[src/rtl/hdmi_pkg.sv]
// hdmi_pkg: shared types and constants for the HDMI data-island packetizer.
//   pkt_t    : one queued packet, four 56-bit subpackets above the 24-bit header
//   state_t  : packetizer FSM states
//   BCH_POLY : feedback constant of the BCH(64,56)/(32,24) ECC
//   bch_step : advances an ECC register by one serial bit
package hdmi_pkg;

  localparam logic [7:0] BCH_POLY = 8'h83;
  localparam int         PKT_W    = 248;

  typedef struct packed {
    logic [3:0][55:0] sub;
    logic [23:0]      hdr;
  } pkt_t;

  typedef enum logic [1:0] {
    IDLE,
    SEND,
    DRAIN
  } state_t;

  function automatic logic [7:0] bch_step(input logic [7:0] ecc, input logic b);
    return (ecc >> 1) ^ ((ecc[0] ^ b) ? BCH_POLY : 8'h00);
  endfunction

endpackage

[src/rtl/hdmi_packet_fifo.sv]
// hdmi_packet_fifo: show-ahead FIFO holding whole packets.
//   clk_pixel, reset : clock, asynchronous active-high reset (empties the FIFO)
//   i_push, i_wdata  : write strobe and packet word
//   i_pop            : consume the head entry (ignored when empty)
//   o_rdata          : head entry, valid whenever !o_empty
//   o_full, o_empty  : occupancy flags
// A push while full is taken when a pop happens in the same cycle.
module hdmi_packet_fifo
  import hdmi_pkg::*;
#(
  parameter int DEPTH = 4,
  parameter int WIDTH = PKT_W
) (
  input  logic             clk_pixel,
  input  logic             reset,
  input  logic             i_push,
  input  logic [WIDTH-1:0] i_wdata,
  input  logic             i_pop,
  output logic [WIDTH-1:0] o_rdata,
  output logic             o_full,
  output logic             o_empty
);

  localparam int AW = $clog2(DEPTH);

  logic [DEPTH-1:0][WIDTH-1:0] r_mem;
  logic [AW-1:0]               r_wp;
  logic [AW-1:0]               r_rp;
  logic [AW:0]                 r_cnt;
  logic                        w_push;
  logic                        w_pop;

  assign o_full  = (r_cnt == (AW+1)'(DEPTH));
  assign o_empty = (r_cnt == '0);
  assign o_rdata = r_mem[r_rp];
  assign w_pop   = i_pop && !o_empty;
  assign w_push  = i_push && (!o_full || w_pop);

  // Storage needs no reset; the pointers and count define what is valid.
  always_ff @(posedge clk_pixel) begin
    if (w_push) r_mem[r_wp] <= i_wdata;
  end

  // DEPTH is a power of two, so the pointers wrap naturally.
  always_ff @(posedge clk_pixel or posedge reset) begin
    if (reset) begin
      r_wp  <= '0;
      r_rp  <= '0;
      r_cnt <= '0;
    end else begin
      if (w_push) r_wp <= r_wp + 1'b1;
      if (w_pop)  r_rp <= r_rp + 1'b1;
      case ({w_push, w_pop})
        2'b10:   r_cnt <= r_cnt + 1'b1;
        2'b01:   r_cnt <= r_cnt - 1'b1;
        default: r_cnt <= r_cnt;
      endcase
    end
  end

endmodule

[src/rtl/hdmi_island_packetizer.sv]
// hdmi_island_packetizer: queues HDMI packets and serialises them, 32 cycles
// each, into data islands granted by the video timing scheduler.
//   clk_pixel, reset           : pixel clock, asynchronous active-high reset
//   pkt_valid/pkt_ready        : packet push handshake (header + 4 subpackets)
//   pkt_header, pkt_sub        : packet content, bit 0 transmitted first
//   island_start               : one-cycle island grant
//   island_active, island_last : packet_data valid / final cycle of island
//   packet_data                : [0] header+ECC, [4:1] even, [8:5] odd sub bits
//   counter                    : bit position inside the current packet
//   packets_sent               : packets in the current or most recent island
// Optional feature: define PACKETIZER_NULL_FILL_EN to send one null packet
// when an island is granted with nothing queued.
module hdmi_island_packetizer
  import hdmi_pkg::*;
#(
  parameter int FIFO_DEPTH  = 4,
  parameter int MAX_PACKETS = 18
) (
  input  logic             clk_pixel,
  input  logic             reset,
  input  logic             pkt_valid,
  output logic             pkt_ready,
  input  logic [23:0]      pkt_header,
  input  logic [3:0][55:0] pkt_sub,
  input  logic             island_start,
  output logic             island_active,
  output logic             island_last,
  output logic [8:0]       packet_data,
  output logic [4:0]       counter,
  output logic [4:0]       packets_sent
);

  state_t           r_state;
  state_t           w_state_nxt;
  pkt_t             r_pkt;
  logic [4:0]       r_cnt;
  logic [7:0]       r_hecc;
  logic [3:0][7:0]  r_secc;
  logic [4:0]       r_sent;

  logic [PKT_W-1:0] w_fifo_rdata;
  logic             w_full;
  logic             w_empty;
  logic             w_push;
  logic             w_pop;
  logic             w_load;
  logic             w_null;
  logic             w_hbit;
  logic [3:0]       w_even;
  logic [3:0]       w_odd;
  logic [5:0]       w_bidx_e;
  logic [5:0]       w_bidx_o;

  assign w_push    = pkt_valid && pkt_ready;
  assign pkt_ready = !w_full && !reset;
  assign w_pop     = w_load && !w_null;

  hdmi_packet_fifo #(
    .DEPTH (FIFO_DEPTH),
    .WIDTH (PKT_W)
  ) u_fifo (
    .clk_pixel (clk_pixel),
    .reset     (reset),
    .i_push    (w_push),
    .i_wdata   ({pkt_sub, pkt_header}),
    .i_pop     (w_pop),
    .o_rdata   (w_fifo_rdata),
    .o_full    (w_full),
    .o_empty   (w_empty)
  );

  always_ff @(posedge clk_pixel or posedge reset) begin
    if (reset) r_state <= IDLE;
    else       r_state <= w_state_nxt;
  end

  always_comb begin
    w_state_nxt = r_state;
    w_load      = 1'b0;
    w_null      = 1'b0;
    island_last = 1'b0;
    case (r_state)
      IDLE: begin
        if (island_start) begin
          if (!w_empty) begin
            w_load      = 1'b1;
            w_state_nxt = SEND;
          end
`ifdef PACKETIZER_NULL_FILL_EN
          else begin
            w_load      = 1'b1;
            w_null      = 1'b1;
            w_state_nxt = SEND;
          end
`endif
        end
      end
      SEND: begin
        if (r_cnt == 5'd31) begin
          if (!w_empty && (r_sent < 5'(MAX_PACKETS))) begin
            w_load = 1'b1;
          end else begin
            island_last = 1'b1;
            w_state_nxt = DRAIN;
          end
        end
      end
      DRAIN:   w_state_nxt = IDLE;
      default: w_state_nxt = IDLE;
    endcase
  end

  // Raw bits at the current position; only meaningful while inside the
  // payload range (header 0..23, subpackets 0..27).
  assign w_bidx_e = {r_cnt, 1'b0};
  assign w_bidx_o = {r_cnt, 1'b1};
  assign w_hbit   = (r_cnt < 5'd24) ? r_pkt.hdr[r_cnt] : 1'b0;

  always_comb begin
    w_even = '0;
    w_odd  = '0;
    if (r_cnt < 5'd28) begin
      for (int i = 0; i < 4; i++) begin
        w_even[i] = r_pkt.sub[i][w_bidx_e];
        w_odd[i]  = r_pkt.sub[i][w_bidx_o];
      end
    end
  end

  always_ff @(posedge clk_pixel or posedge reset) begin
    if (reset) begin
      r_pkt  <= '0;
      r_cnt  <= '0;
      r_hecc <= '0;
      r_secc <= '0;
      r_sent <= '0;
    end else if (w_load) begin
      r_pkt  <= w_null ? pkt_t'('0) : pkt_t'(w_fifo_rdata);
      r_cnt  <= '0;
      r_hecc <= '0;
      r_secc <= '0;
      // Loading from IDLE opens a new island: restart the count at one.
      r_sent <= (r_state == IDLE) ? 5'd1 : r_sent + 5'd1;
    end else if (r_state == SEND) begin
      r_cnt <= r_cnt + 5'd1;
      if (r_cnt < 5'd24) r_hecc <= bch_step(r_hecc, w_hbit);
      if (r_cnt < 5'd28) begin
        for (int i = 0; i < 4; i++)
          r_secc[i] <= bch_step(bch_step(r_secc[i], w_even[i]), w_odd[i]);
      end
    end
  end

  // ECC positions: counter 24..31 maps to header ECC bit counter[2:0],
  // counter 28..31 maps to sub ECC bit pair counter[1:0].
  always_comb begin
    packet_data = '0;
    if (r_state == SEND) begin
      packet_data[0] = (r_cnt < 5'd24) ? w_hbit : r_hecc[r_cnt[2:0]];
      for (int i = 0; i < 4; i++) begin
        if (r_cnt < 5'd28) begin
          packet_data[1+i] = w_even[i];
          packet_data[5+i] = w_odd[i];
        end else begin
          packet_data[1+i] = r_secc[i][{r_cnt[1:0], 1'b0}];
          packet_data[5+i] = r_secc[i][{r_cnt[1:0], 1'b1}];
        end
      end
    end
  end

  assign island_active = (r_state == SEND);
  assign counter       = r_cnt;
  assign packets_sent  = r_sent;

endmodule

[config.mk]
export PLATFORM = sky130hd
export DESIGN_NAME = hdmi_island_packetizer
export DESIGN_NICKNAME = d
export VERILOG_FILES = /design/src/rtl/hdmi_pkg.sv /design/src/rtl/hdmi_packet_fifo.sv /design/src/rtl/hdmi_island_packetizer.sv
export SDC_FILE = /design/constraint.sdc
export NUM_CORES = 1
export LEC_CHECK = 0
export ABC_AREA = 1
export BUFFER_PORTS_ARGS = -buffer_cell sky130_fd_sc_hd__buf_2
export CORE_MARGIN = 10
export CORE_UTILIZATION = 45
export CTS_CLUSTER_DIAMETER = 100
export CTS_CLUSTER_SIZE = 25
export DETAILED_ROUTE_END_ITERATION = 16
export SYNTH_ARGS = -nofsm -noshare
export SYNTH_HDL_FRONTEND = slang
export SYNTH_SLANG_ARGS = --single-unit
[constraint.sdc]
create_clock -name clk_pixel -period 15.9 [get_ports clk_pixel]
set_input_delay 0 -clock clk_pixel [delete_from_list [all_inputs] [get_ports clk_pixel]]
set_output_delay 0 -clock clk_pixel [all_outputs]
set_load 0.1 [all_outputs]
Word-level counts from Yosys, hierarchy flattened
Cells that the tools add are included.
{"block": "totals", "out_inout_bits": 22, "input_bits": 252, "memories": 0, "wordCells": 170, "latchBits": 0, "rom_bits": 0, "ramBits": 0, "regBits": 1299}
{"block": "op_classes", "shifts": 0, "multipliers": 0, "magnitude_cmp": 12, "reduce_logical": 19, "n_bitwise": 18, "n_mux": 86, "addsub": 6, "eq_ne": 9, "div_mod_pow": 0}
{"operator": "bitwise mux 992 bit", "n": 1}
{"operator": "binary-select mux 248 bit (select 2 bit)", "n": 1}
{"operator": "demux 248 bit (select 2 bit)", "n": 1}
{"operator": "two-way mux 248 bit", "n": 2}
{"operator": "two-way mux 32 bit", "n": 3}
{"operator": "two-way mux 8 bit", "n": 12}
{"operator": "bitwise XOR 7 x 8 -> 8 bit", "n": 9}
{"operator": "binary-select mux 1 bit (select 5 bit)", "n": 9}
{"operator": "two-way mux 1 bit", "n": 35}
{"operator": "binary-select mux 1 bit (select 2 bit)", "n": 8}
{"operator": "< comparator 5 bit (second input constant)", "n": 3}
{"operator": "two-way mux 5 bit", "n": 3}
{"operator": "< comparator 6 x 7 -> 1 bit (second input constant)", "n": 2}
{"operator": "< comparator 3 x 4 -> 1 bit (second input constant)", "n": 3}
{"operator": "adder 5 x 1 -> 5 bit (second input constant)", "n": 2}
{"operator": "two-way mux 9 bit", "n": 1}
{"operator": "bitwise XOR 1 bit", "n": 9}
{"operator": "two-way mux 2 bit", "n": 4}
{"operator": "two-way mux 4 bit", "n": 2}
{"operator": "nonzero test 2 bit", "n": 4}
{"operator": "logical AND 1 bit", "n": 6}
{"operator": "< comparator 2 x 3 -> 1 bit (second input constant)", "n": 2}
{"operator": "< comparator 5 x 6 -> 1 bit (second input constant)", "n": 1}
{"operator": "!= test 2 bit (second input constant)", "n": 3}
{"operator": "other kinds (19)", "n": 24}

Logic depth before layout (Yosys ltp)
{"block": "logic_depth", "ltp_word": 12, "mapped_depth": 19, "depth_no_buf": 17}

By module
Synthesis repeated with hierarchy kept, for this count alone.
{"block": "hier_totals", "cells_unflattened": 4403, "area_unflattened_um2": 51723.4}
{"mod": "hdmi_packet_fifo", "cells_per_inst": 2456, "seq_area_each_um2": 29963.7, "n_inst": 1, "area_per_inst_um2": 36911.7}
{"mod": "hdmi_island_packetizer", "cells_per_inst": 1947, "seq_area_each_um2": 7507.2, "n_inst": 1, "area_per_inst_um2": 14811.7}

Worst setup path after synthesis
No wires, ideal clock.
{"block": "synth_timing", "path_type": "reg2reg", "startpoint": "reg u_fifo.r_cnt[1]", "endpoint": "reg u_fifo.r_mem[0] (netlist bit), enable pin", "slack_ns": 1.922, "t_arrival_ns": 13.119, "required_time_ns": 15.041, "setup_ns": 0.859, "synth_period_minus_slack_ns": 13.978, "stages_incl_launch_ff": 5, "path_buffers": 0, "cell_sequence": "dfrtp_1 -> inv_1 -> a31oi_1 -> nand2_1 -> nor2_1"}
{"block": "synth_between", "elab_cells_between_ends": 15, "classes_between": "1 x eq/ne; 5 x mux; 9 x reduce/logical"}
{"item": "start, declared", "line_no": "hdmi_packet_fifo.sv:29", "text": "logic [AW:0] r_cnt;"}
{"item": "start signal, assigned", "line_no": "hdmi_packet_fifo.sv:54", "text": "2'b10: r_cnt <= r_cnt + 1'b1;"}
{"item": "start signal, assigned", "line_no": "hdmi_packet_fifo.sv:55", "text": "2'b01: r_cnt <= r_cnt - 1'b1;"}
{"item": "start signal, assigned", "line_no": "hdmi_packet_fifo.sv:56", "text": "default: r_cnt <= r_cnt;"}
{"item": "== test 3 bit", "line_no": "hdmi_packet_fifo.sv:33", "text": "assign o_full = (r_cnt == (AW+1)'(DEPTH));"}
{"item": "zero test 1 bit", "line_no": "hdmi_island_packetizer.sv:55", "text": "assign pkt_ready = !w_full && !reset;"}
{"item": "logical AND 1 bit", "line_no": "hdmi_island_packetizer.sv:55"}
{"item": "named net pkt_ready", "line_no": "hdmi_island_packetizer.sv:22", "text": "output logic pkt_ready,"}
{"item": "logical AND 1 bit", "line_no": "hdmi_island_packetizer.sv:54", "text": "assign w_push = pkt_valid && pkt_ready;"}
{"item": "logical AND 1 bit", "line_no": "hdmi_packet_fifo.sv:37", "text": "assign w_push = i_push && (!o_full || w_pop);"}
{"item": "end signal, assigned by index", "line_no": "hdmi_packet_fifo.sv:41", "text": "if (w_push) r_mem[r_wp] <= i_wdata;"}
{"item": "end, declared", "line_no": "hdmi_packet_fifo.sv:26", "text": "logic [DEPTH-1:0][WIDTH-1:0] r_mem;"}
The timed path passes the listed nets, and every way through them passes these cells.
A chain may end at the register's enable or synchronous reset.

Final worst setup path
{"block": "layout_timing", "startpoint": "reg r_cnt[0], in the netlist counter[0]", "endpoint": "out packet_data[5]"}
{"block": "layout_between", "elab_chain_cells": 5, "elab_cells_between_ends": 8, "classes_between": "1 x order compare; 7 x mux"}
{"item": "start, declared", "line_no": "hdmi_island_packetizer.sv:36", "text": "logic [4:0] r_cnt;"}
{"item": "start signal, assigned", "line_no": "hdmi_island_packetizer.sv:145", "text": "r_cnt <= r_cnt + 5'd1;"}
{"item": "binary-select mux 1 bit (select 5 bit)", "line_no": "hdmi_island_packetizer.sv:125", "text": "w_odd[i] = r_pkt.sub[i][w_bidx_o];"}
{"item": "two-way mux 1 bit (not written as such)", "line_no": "hdmi_island_packetizer.sv:125"}
{"item": "two-way mux 4 bit", "line_no": "hdmi_island_packetizer.sv:122", "text": "if (r_cnt < 5'd28) begin"}
{"item": "two-way mux 1 bit (*)", "line_no": "hdmi_island_packetizer.sv:161", "text": "if (r_cnt < 5'd28) begin"}
{"item": "two-way mux 9 bit (*)", "line_no": "hdmi_island_packetizer.sv:158", "text": "if (r_state == SEND) begin"}
{"item": "end, declared", "line_no": "hdmi_island_packetizer.sv:28", "text": "output logic [8:0] packet_data,"}
Mark *: on every way between the ends. The rest lies on a longest branch, timed or not. The select of a mux whose other input is x is not followed.

==> flow_metrics.tcl <==
set metrics [dict create \
    status "finished, final reports clean" \
    place.gp.congestion 0.809 \
    cts_buffers 58 \
    rows 123 \
    area_growth_pct 13.3 \
    holdWs_ps 50.9 \
    reg2reg_to "r_pkt[112]" \
    cp_num_buf_inv 3 \
    syn_area_mm2 0.0514 \
    postSynthCellCount 4387 \
    hold_violations 0 \
    fin_setup_tns_ps 0 \
    cts.path.max_buffers 3 \
    portBuffers 273 \
    regArea_mm2 0.0375 \
    cp-start-kind "flip-flop" \
    p_leak_uw 0.0211 \
    grt_usage_pct 20.5 \
    die_w_um 358 \
    critPathKind "flip-flop to output port" \
    grt_first_pass_wirelength_um 204000 \
    critPathCapture "packet_data[5]" \
    antenna_found_initial 36 \
    layout.nets 4997 \
    ys_types 31 \
    synth.largest_area_cell "edfxtp_1" \
    drv_slew 0 \
    cp_slowest_cell "dfrtp_4" \
    end_kind "output port" \
    wl_um 135000 \
    p_per_area_mw_per_mm2 176 \
    fillers 9902 \
    synth_seq_cells 1299 \
    rsz0062_at_grt "no" \
    internal_power_uw 6120 \
    r2r-start "counter[0]" \
    crit_path_start "counter[0]" \
    seqPwrFrac_pct 44.9 \
    worst-path-stages 9 \
    wire_per_inst_um 21.3 \
    vias_per_cell 5.41 \
    synth_top_area_share_pct 58.0 \
    crit_required_ps 15900 \
    die_h_um 358 \
    fin_crit_ps 4610 \
    synth.area.top_cells "edfxtp_1, dfrtp_1, o21ai_0, nor2_1, nand2_1" \
    initial_core_util_pct 45.5 \
    dr.first_iter.drc_count 3117 \
    core-area_mm2 0.113 \
    drv_cap 0 \
    cts_tree "built" \
    cp.arrival_ps 4610 \
    setup_violations 0 \
    post_cts_buffers 0 \
    synth_edf_count 992 \
    drc_errors 0 \
    max-slew-margin-rel_pct 18.7 \
    clock_latency_ps 700 \
    synth.avg_cell_area_um2 11.7 \
    grt_pass1_vias 32300 \
    pwr-share-clk_pct 17.3 \
    ctsRootBufferMaster "clkbuf_16" \
    timing.fmax_ghz 0.217 \
    dp_cells 5921 \
    worst_slew_pin_slew_ps 1220 \
    grt_max_degree 227 \
    p_comb_share_pct 37.8 \
    ys_seq_area_share_pct 72.9 \
    clk_pin_slew_ps 100 \
    cp_max_fo 60 \
    yosys-top-cells-count "edfxtp_1, nor2_1, o21ai_0" \
    ir_drop_mv 0.157 \
    hpwl_um 78700 \
    multi_input_area_mm2 0.0119 \
    grt_overflow 0 \
    async_flop_share_pct 23.6 \
    drtAntennaViolNets 0 \
    synth_nets 4648 \
    r2r_cells 10 \
    ys_warn_count 0 \
    yosysMostFrequentCell "edfxtp_1" \
    synth_top_flop_cell "edfxtp_1" \
    crit_family "buffers and inverters" \
    fin_cells 6305 \
    cp_cell_sequence "buf_4 -> buf_4 -> o21ai_0 -> o21ai_0 -> a21oi_1 -> nand2_1 -> nand2_1 -> a21oi_1 -> buf_2" \
    first_pass_iters 5 \
    finClkSkew_ps 19.2 \
    htree_levels 2 \
    cts.sinks 1299 \
    p_sw_uw 4160 \
    dieArea_mm2 0.128 \
    fin_crit_sh_pct 29.0 \
    io_pins 274 \
    hold_path_class "input port to asynchronous set/reset pin" \
    vias 34100 \
    slowest_delay_ps 790 \
    r2r_slack_ps 11400 \
    drive_gt1_share_pct 8.44 \
    swShare_pct 40.5 \
]
[per-stage QoR]
step           instance area (µm²)  total power (µW)  setup slack [ps]  util [%]
2_1_floorplan                51400              7440              1920         -
3_3_place_gp                 53900              8460             11580      47.7
3_5_place_dp                 53900              8520             11460      47.7
4_1_cts                      58200             10300             11220      51.5
5_1_grt                      58200             10900             10980      51.5
6_report                     58200             10300             11290      51.6
[logic make-up (layout without fill, tap and decap cells)]
| kind of cell | count (synthesis) | in the layout | synth area share (%) |
|---|---|---|---|
| XOR/XNOR | 7 | 7 | 0.119 |
| AO/OA/AOI/OAI | 1066 | 1066 | 11.2 |
| buffers and inverters | 500 | 898 | 4.08 |
| other | 0 | 20 | 0 |
| adder cells (fa/ha/maj) | 9 | 9 | 0.234 |
| AND/OR/NAND/NOR | 1506 | 1506 | 11.4 |
| flip-flops | 1299 | 1299 | 72.9 |
[layout by cell type (no fill, tap or decap), types with 5 or more instances in the layout]
| master | n |
|---|---|
| inv_1 | 208 |
| buf_4 | 33 |
| nand4_1 | 8 |
| xor2_1 | 5 |
| o21ai_1 | 14 |
| clkbuf_16 | 61 |
| buf_12 | 8 |
| inv_2 | 6 |
| edfxtp_1 | 992 |
| nor2_4 | 7 |
| nor2_1 | 814 |
| buf_2 | 273 |
| a21oi_1 | 50 |
| o22ai_1 | 182 |
| nand3_1 | 130 |
| dfrtp_1 | 303 |
| o21ai_0 | 686 |
| a31oi_1 | 94 |
| ha_1 | 8 |
| o211ai_1 | 39 |
| dlygate4sd3_1 | 255 |
| clkbuf_1 | 43 |
| diode_2 | 20 |
| nand2_1 | 541 |
[repair_timing]
action / 4_1_cts / 5_1_grt
resized for setup: 0 / 0
endpoints found under the hold margin: 1124 / 0
hold buffers: 255 / 0
[worst min-delay path, delay by kind of cell]
kind,cells,cell delay (ps)
buffers and inverters,3,1330
[state kept, by name (all words and copies together), names as in the netlist]
register      count
u_fifo.r_cnt      3
r_state           2
u_fifo.r_mem    992
u_fifo.r_wp       2
r_secc           32
r_hecc            8
packets_sent      5
u_fifo.r_rp       2
r_pkt           248
counter           5
[layout make-up]
| cell class | instances | share of cell area (%) |
|---|---|---|
| clock inverters | 5 | 0.125 |
| repair buffers | 569 | 7.43 |
| inverters | 220 | 1.47 |
| diodes | 20 | 0.0859 |
| well taps | 1500 | 3.22 |
| multi-input cells | 2588 | 20.4 |
| flip-flops and latches | 1299 | 64.4 |
| clock buffers | 104 | 2.90 |
[how the worst min path moves through the flow]
stage / start / endpoint / cells after the start
final: reset / u_fifo.r_wp[1] / 3
after global routing: pkt_sub[18] / u_fifo.r_mem[42] / 2
after CTS: pkt_header[9] / u_fifo.r_mem[505] / 2
after detailed placement: pkt_sub[200] / u_fifo.r_mem[968] / 1
after global placement: pkt_sub[202] / u_fifo.r_mem[722] / 1
after floorplan: pkt_header[0] / u_fifo.r_mem[0] / 0
[metal layers]
| layer | part of all wire, % | vias up | track usage (%) |
|---|---|---|---|
| met1 | 45 | 16900 | 29.8 |
| met4 | 2.0 | 28 | 4.51 |
| met2 | 47 | 969 | 32.6 |
| met3 | 6.2 | 168 | 2.98 |
| met5 | 0.13 | - | 0 |
| li1 | - | 16100 | - |
[power by group through the flow]
stage | clock (µW) | sequential [µW] | combinational [µW]
floorplan | 0 | 4670 | 2760
global placement | 0 | 4670 | 3790
detailed placement | 0 | 4680 | 3840
CTS | 1830 | 4600 | 3910
global route | 1940 | 4660 | 4330
finish | 1780 | 4610 | 3880
No activity file was read; power rests on OpenSTA's default activity.
